File: src/rtl/pipeline_pkg.sv
// Shared fetch-stage definitions: PC FSM encoding, default fetch addresses
// and the word-alignment helper used on every redirect target.
package pipeline_pkg;

    typedef enum logic {
        ST_RUN  = 1'b0,
        ST_HOLD = 1'b1
    } pc_state_t;

    localparam logic [31:0] DEFAULT_RESET_PC   = 32'h0000_0000;
    localparam logic [31:0] DEFAULT_EXC_VECTOR = 32'h8000_0180;
    localparam logic [31:0] ALIGN_MASK         = 32'hFFFF_FFFC;

    function automatic logic [31:0] align_addr(input logic [31:0] addr);
        return addr & ALIGN_MASK;
    endfunction

endpackage

File: src/rtl/sat_counter.sv
// Up-counter that sticks at all-ones instead of wrapping.
module sat_counter #(
    parameter int CNT_W = 16
) (
    input  logic             clk,
    input  logic             rst_n,
    input  logic             i_inc,
    output logic [CNT_W-1:0] o_count
);

    logic [CNT_W-1:0] r_count;

    always_ff @(posedge clk or negedge rst_n) begin
        if (!rst_n) begin
            r_count <= '0;
        end else if (i_inc && (r_count != {CNT_W{1'b1}})) begin
            r_count <= r_count + 1'b1;
        end
    end

    assign o_count = r_count;

endmodule

File: src/rtl/pc_control.sv
// Fetch-stage PC unit: picks the next fetch address from exception, branch,
// jump and sequential sources, and parks a redirect that arrives during a stall.
module pc_control
    import pipeline_pkg::*;
#(
    parameter logic [31:0] RESET_PC   = DEFAULT_RESET_PC,
    parameter logic [31:0] EXC_VECTOR = DEFAULT_EXC_VECTOR,
    parameter int          CNT_W      = 16
) (
    input  logic             clk,
    input  logic             reset,
    input  logic             stall,
    input  logic             branch_hazard,
    input  logic [31:0]      branch_target,
    input  logic             jump,
    input  logic [31:0]      jump_target,
    input  logic             exception,
    output logic [31:0]      pc_out,
    output logic [31:0]      pc_plus4,
    output logic             if_id_flush,
    output logic             id_ex_flush,
    output logic             redirect_pending,
    output logic [CNT_W-1:0] redirect_count
);

    pc_state_t   r_state;
    logic [31:0] r_pc;
    logic [31:0] r_pending_pc;

    pc_state_t   w_next_state;
    logic [31:0] w_next_pc;
    logic [31:0] w_next_pending;
    logic [31:0] w_pc_plus4;
    logic        w_if_id_flush;
    logic        w_id_ex_flush;

    assign w_pc_plus4 = r_pc + 32'd4;

    always_comb begin
        w_next_state   = r_state;
        w_next_pc      = r_pc;
        w_next_pending = r_pending_pc;
        w_if_id_flush  = 1'b0;
        w_id_ex_flush  = 1'b0;
        unique case (r_state)
            ST_RUN: begin
                if (exception) begin
                    w_next_pc     = EXC_VECTOR;
                    w_if_id_flush = 1'b1;
                    w_id_ex_flush = 1'b1;
                end else if (stall) begin
                    // Park the redirect; the flush happens when the stall lifts.
                    if (branch_hazard) begin
                        w_next_pending = align_addr(branch_target);
                        w_next_state   = ST_HOLD;
                    end else if (jump) begin
                        w_next_pending = align_addr(jump_target);
                        w_next_state   = ST_HOLD;
                    end
                end else if (branch_hazard) begin
                    w_next_pc     = align_addr(branch_target);
                    w_if_id_flush = 1'b1;
                end else if (jump) begin
                    w_next_pc     = align_addr(jump_target);
                    w_if_id_flush = 1'b1;
                end else begin
                    w_next_pc = w_pc_plus4;
                end
            end
            ST_HOLD: begin
                if (exception) begin
                    w_next_pc      = EXC_VECTOR;
                    w_next_pending = '0;
                    w_next_state   = ST_RUN;
                    w_if_id_flush  = 1'b1;
                    w_id_ex_flush  = 1'b1;
                end else if (!stall) begin
                    w_next_pc     = align_addr(r_pending_pc);
                    w_next_state  = ST_RUN;
                    w_if_id_flush = 1'b1;
                end
            end
            default: begin
                w_next_state = ST_RUN;
            end
        endcase
    end

    always_ff @(posedge clk or negedge reset) begin
        if (!reset) begin
            r_state      <= ST_RUN;
            r_pc         <= RESET_PC;
            r_pending_pc <= '0;
        end else begin
            r_state      <= w_next_state;
            r_pc         <= w_next_pc;
            r_pending_pc <= w_next_pending;
        end
    end

    // Strobes are gated so an exception seen during reset cannot leak out.
    assign if_id_flush      = reset & w_if_id_flush;
    assign id_ex_flush      = reset & w_id_ex_flush;
    assign redirect_pending = reset & (r_state == ST_HOLD);
    assign pc_out           = r_pc;
    assign pc_plus4         = w_pc_plus4;

    sat_counter #(
        .CNT_W (CNT_W)
    ) u_redirect_cnt (
        .clk     (clk),
        .rst_n   (reset),
        .i_inc   (if_id_flush),
        .o_count (redirect_count)
    );

endmodule

File: config.mk
export PLATFORM = sky130hd
export DESIGN_NAME = pc_control
export DESIGN_NICKNAME = d
export VERILOG_FILES = /design/src/rtl/pipeline_pkg.sv /design/src/rtl/sat_counter.sv /design/src/rtl/pc_control.sv
export SDC_FILE = /design/constraint.sdc
export NUM_CORES = 1
export LEC_CHECK = 0
export CORE_ASPECT_RATIO = 2
export CORE_MARGIN = 2
export CORE_UTILIZATION = 40
export DETAILED_ROUTE_END_ITERATION = 16
export GPL_TIMING_DRIVEN = 0
export PLACE_DENSITY = 0.7
export SYNTH_ARGS = -nofsm -noshare
export SYNTH_HDL_FRONTEND = slang
export SYNTH_HIERARCHICAL = 1
export SYNTH_SLANG_ARGS = --single-unit
File: constraint.sdc
create_clock -name clk -period 4.4 [get_ports clk]
set_input_delay 0.44 -clock clk [delete_from_list [all_inputs] [get_ports clk]]
set_output_delay 0.44 -clock clk [all_outputs]
set_load 0.02 [all_outputs]
==> impl_metrics.tcl <==
set metrics [dict create \
    drt_iter0_drc 677 \
    worst_setup_path_end_kind "output pin" \
    grt_max_degree 68 \
    gp_congestion 0.9422 \
    synth_mux_area_frac 0.05541 \
    hold_path_class "flip-flop to flip-flop" \
    period_share 0.8992 \
    cts_resized 0 \
    die_x_um 85.10 \
    swShare 0.3295 \
    final.setup_skew_ps 8.934 \
    worstPathArrival_ps 3520 \
    cts_buffer_depth 2 \
    ys_top_cells_by_count "77 x dfrtp_1, 56 x nand2_1, 36 x o31ai_1" \
    core_mm2 0.01292 \
    yosys_warnings 6 \
    clock_latency_ps 350 \
    cp_max_fo 10 \
    worst_pin_slew_ps 955.3 \
    path_clk_slew_ps 50 \
    p_clk_frac 0.345 \
    via_per_inst 6.392 \
    yosys.area_share.xor_xnor 0.05636 \
    die-area_mm2 0.01414 \
    p_leak_nw 2.939 \
    maxSlewHeadroom 0.3632 \
    vdd_drop_max_uv 258.9 \
    tritoncts "done" \
    period_needed_ps 3957 \
    synth_cells 581 \
    num_antenna_cells 0 \
    critical_path_required_ps 3960 \
    htreeDepth 3 \
    status "complete, no violations" \
    p_int_mw 1.689 \
    antenna_found_initial 0 \
    route.detailed.drc 0 \
    nets 812 \
    final_core_util 0.5623 \
    critPathMaxStageDelay_ps 680 \
    portBuffers 142 \
    ant_nets 0 \
    setup_viol 0 \
    totalWireLength_um 21550 \
    drv_slew 0 \
    cts_root_buf "clkbuf_16" \
    grt_pass1_vias 5949 \
    cts.sinks 77 \
    numCtsBuffers 9 \
    drv_cap 0 \
    critPathLaunchType "input port" \
    synthAdderAreaFrac 0.007134 \
    rows 59 \
    vias 5727 \
    post_cts_buffers 0 \
    synth-simple-area-share 0.2205 \
    cp_slowest_cell "clkdlybuf4s50_1" \
    hold_viol 0 \
    pwr-share-comb 0.287 \
    wl_per_cell_um 24.05 \
    synth_edf_count 0 \
    hpwl_um 16220 \
    top_level_ports 153 \
    ys_ff_latch 77 \
    synth_area_mm2 0.005261 \
    gr-usage-all-layers 0.3015 \
    synthArstFlopShare 1.000 \
    overflow 0 \
    synth_compound_area_frac 0.2359 \
    initial_core_util 0.4073 \
    synth.distinct_cells 67 \
    ctsHoldBuffers 1 \
    ys_seq_area_frac 0.3662 \
    p_sw_mw 0.8299 \
    syn_to_final_growth_pct 38.07 \
    yosys.area.top_type "dfrtp_1" \
    synth_most_common_cell "dfrtp_1" \
    max_freq_mhz 252.7 \
    synthFlopType "dfrtp_1" \
    grt_pass1_wl_um 32710 \
    dr.pass1.iters 6 \
    synth_top_area_share 0.3662 \
    worstSetupPathType "input port to output pin" \
    die_y_um 166.2 \
    syn_avg_cell_area_um2 9.056 \
    crit_path_cell_trace "clkdlybuf4s50_1, clkbuf_1, or2_2, clkbuf_1, nor2_1, nor2_1, o21a_1, clkdlybuf4s50_1" \
    power_density_mw_per_mm2 346.7 \
    drive_gt1_frac 0.07930 \
    rsz0062_at_grt "false" \
    totalNegativeSetupSlack_ps 0 \
    synth_top_family_by_area "compound AO/OA/AOI/OAI gates" \
    seq_power_share 0.368 \
    synthTopCellsByArea "dfrtp_1 37%, mux2i_1 5.3%, o31ai_1 5.1%" \
]
sequential cells by signal, indices dropped and copies added (netlist names):
name                    flops
r_state                     1
pc_out                     30
r_pending_pc               30
u_redirect_cnt/o_count     16
worst paths after layout:
kind / start / end / slack, ps / depth (start not counted)
setup / recovery: jump / if_id_flush / 440 / 8
hold / removal: r_pending_pc[6] / r_pending_pc[6] / 470 / 2
setup reg to reg: r_state / u_redirect_cnt/o_count[14] / 1100 / 10
hold reg to reg: r_pending_pc[6] / r_pending_pc[6] / 470 / 2
max in group asynchronous: reset / r_pending_pc[26] / 3320 / 3
min in group asynchronous: reset / u_redirect_cnt/o_count[4] / 480 / 2
layout by cell type (no fill, tap or decap), drive strengths merged, types with 9 or more instances in the layout:
master / netlist / routed
nor2: 27 / 27
xor2: 19 / 19
o21a: 13 / 13
nor4: 16 / 16
clkdlybuf4s50: 0 / 141
nand2: 56 / 56
buf: 13 / 15
mux2i: 28 / 28
nand4: 20 / 20
inv: 12 / 12
clkbuf: 35 / 48
a211oi: 9 / 9
dfrtp: 77 / 77
nor3: 24 / 24
o21ai: 25 / 25
a21oi: 35 / 35
o31ai: 37 / 37
nand3: 23 / 23
a221oi: 12 / 12
xnor2: 14 / 14
worst max-delay path, delay by kind of cell:
family                 cells  cell delay (ps)
and+or+nand+nor            3              540
AOI/OAI and AO/OA          1              330
buffers and inverters      4             2210
stage by stage:
stage	hold slack (ps)	power, mW	std cells	setup WS [ps]	instance area [um2]
detailed placement	315.6	1.649	879	512.0	6909
finish	474.1	2.519	896	443.4	7264
global route	501.6	2.603	896	381.7	7264
global placement	454.7	1.628	878	-892.1	6884
CTS	476.0	2.509	896	502.0	7264
floorplan	144.4	1.290	584	1915	5273
per-layer routing:
| layer | routed length, um | vias to the layer above | track usage |
|---|---|---|---|
| met3 | 1766 | 109 | 0.06909 |
| met4 | 1656 | 0 | 0.2202 |
| met2 | 11090 | 396 | 0.5156 |
| met1 | 7033 | 2705 | 0.3137 |
| met5 | 0 | - | 0 |
| li1 | - | 2517 | - |
power groups by stage:
stage / logic [mW] / registers (mW) / clock network, mW
finish: 0.722 / 0.927 / 0.870
global route: 0.770 / 0.939 / 0.894
CTS: 0.718 / 0.924 / 0.867
detailed placement: 0.713 / 0.936 / 0
global placement: 0.699 / 0.929 / 0
floorplan: 0.322 / 0.968 / 0
layout make-up:
class / count / area [um2]
multi-input combinational: 447 / 3042
tap: 152 / 190.2
inverter: 12 / 45.04
clock inverter: 3 / 65.06
timing repair buffer: 144 / 1456
sequential: 77 / 1927
fill: 1156 / 5654
clock buffer: 13 / 280.3
buffer: 48 / 259.0
kinds of logic after synthesis:
kind of cell             count (synthesis)
XOR/XNOR                                33
AO/OA/AOI/OAI                          176
flip-flops                              77
other                                    1
multiplexers                            29
adder cells (fa/ha/maj)                  3
buffers and inverters                   60
AND/OR/NAND/NOR                        202
No activity file was read; power rests on OpenSTA's default activity.
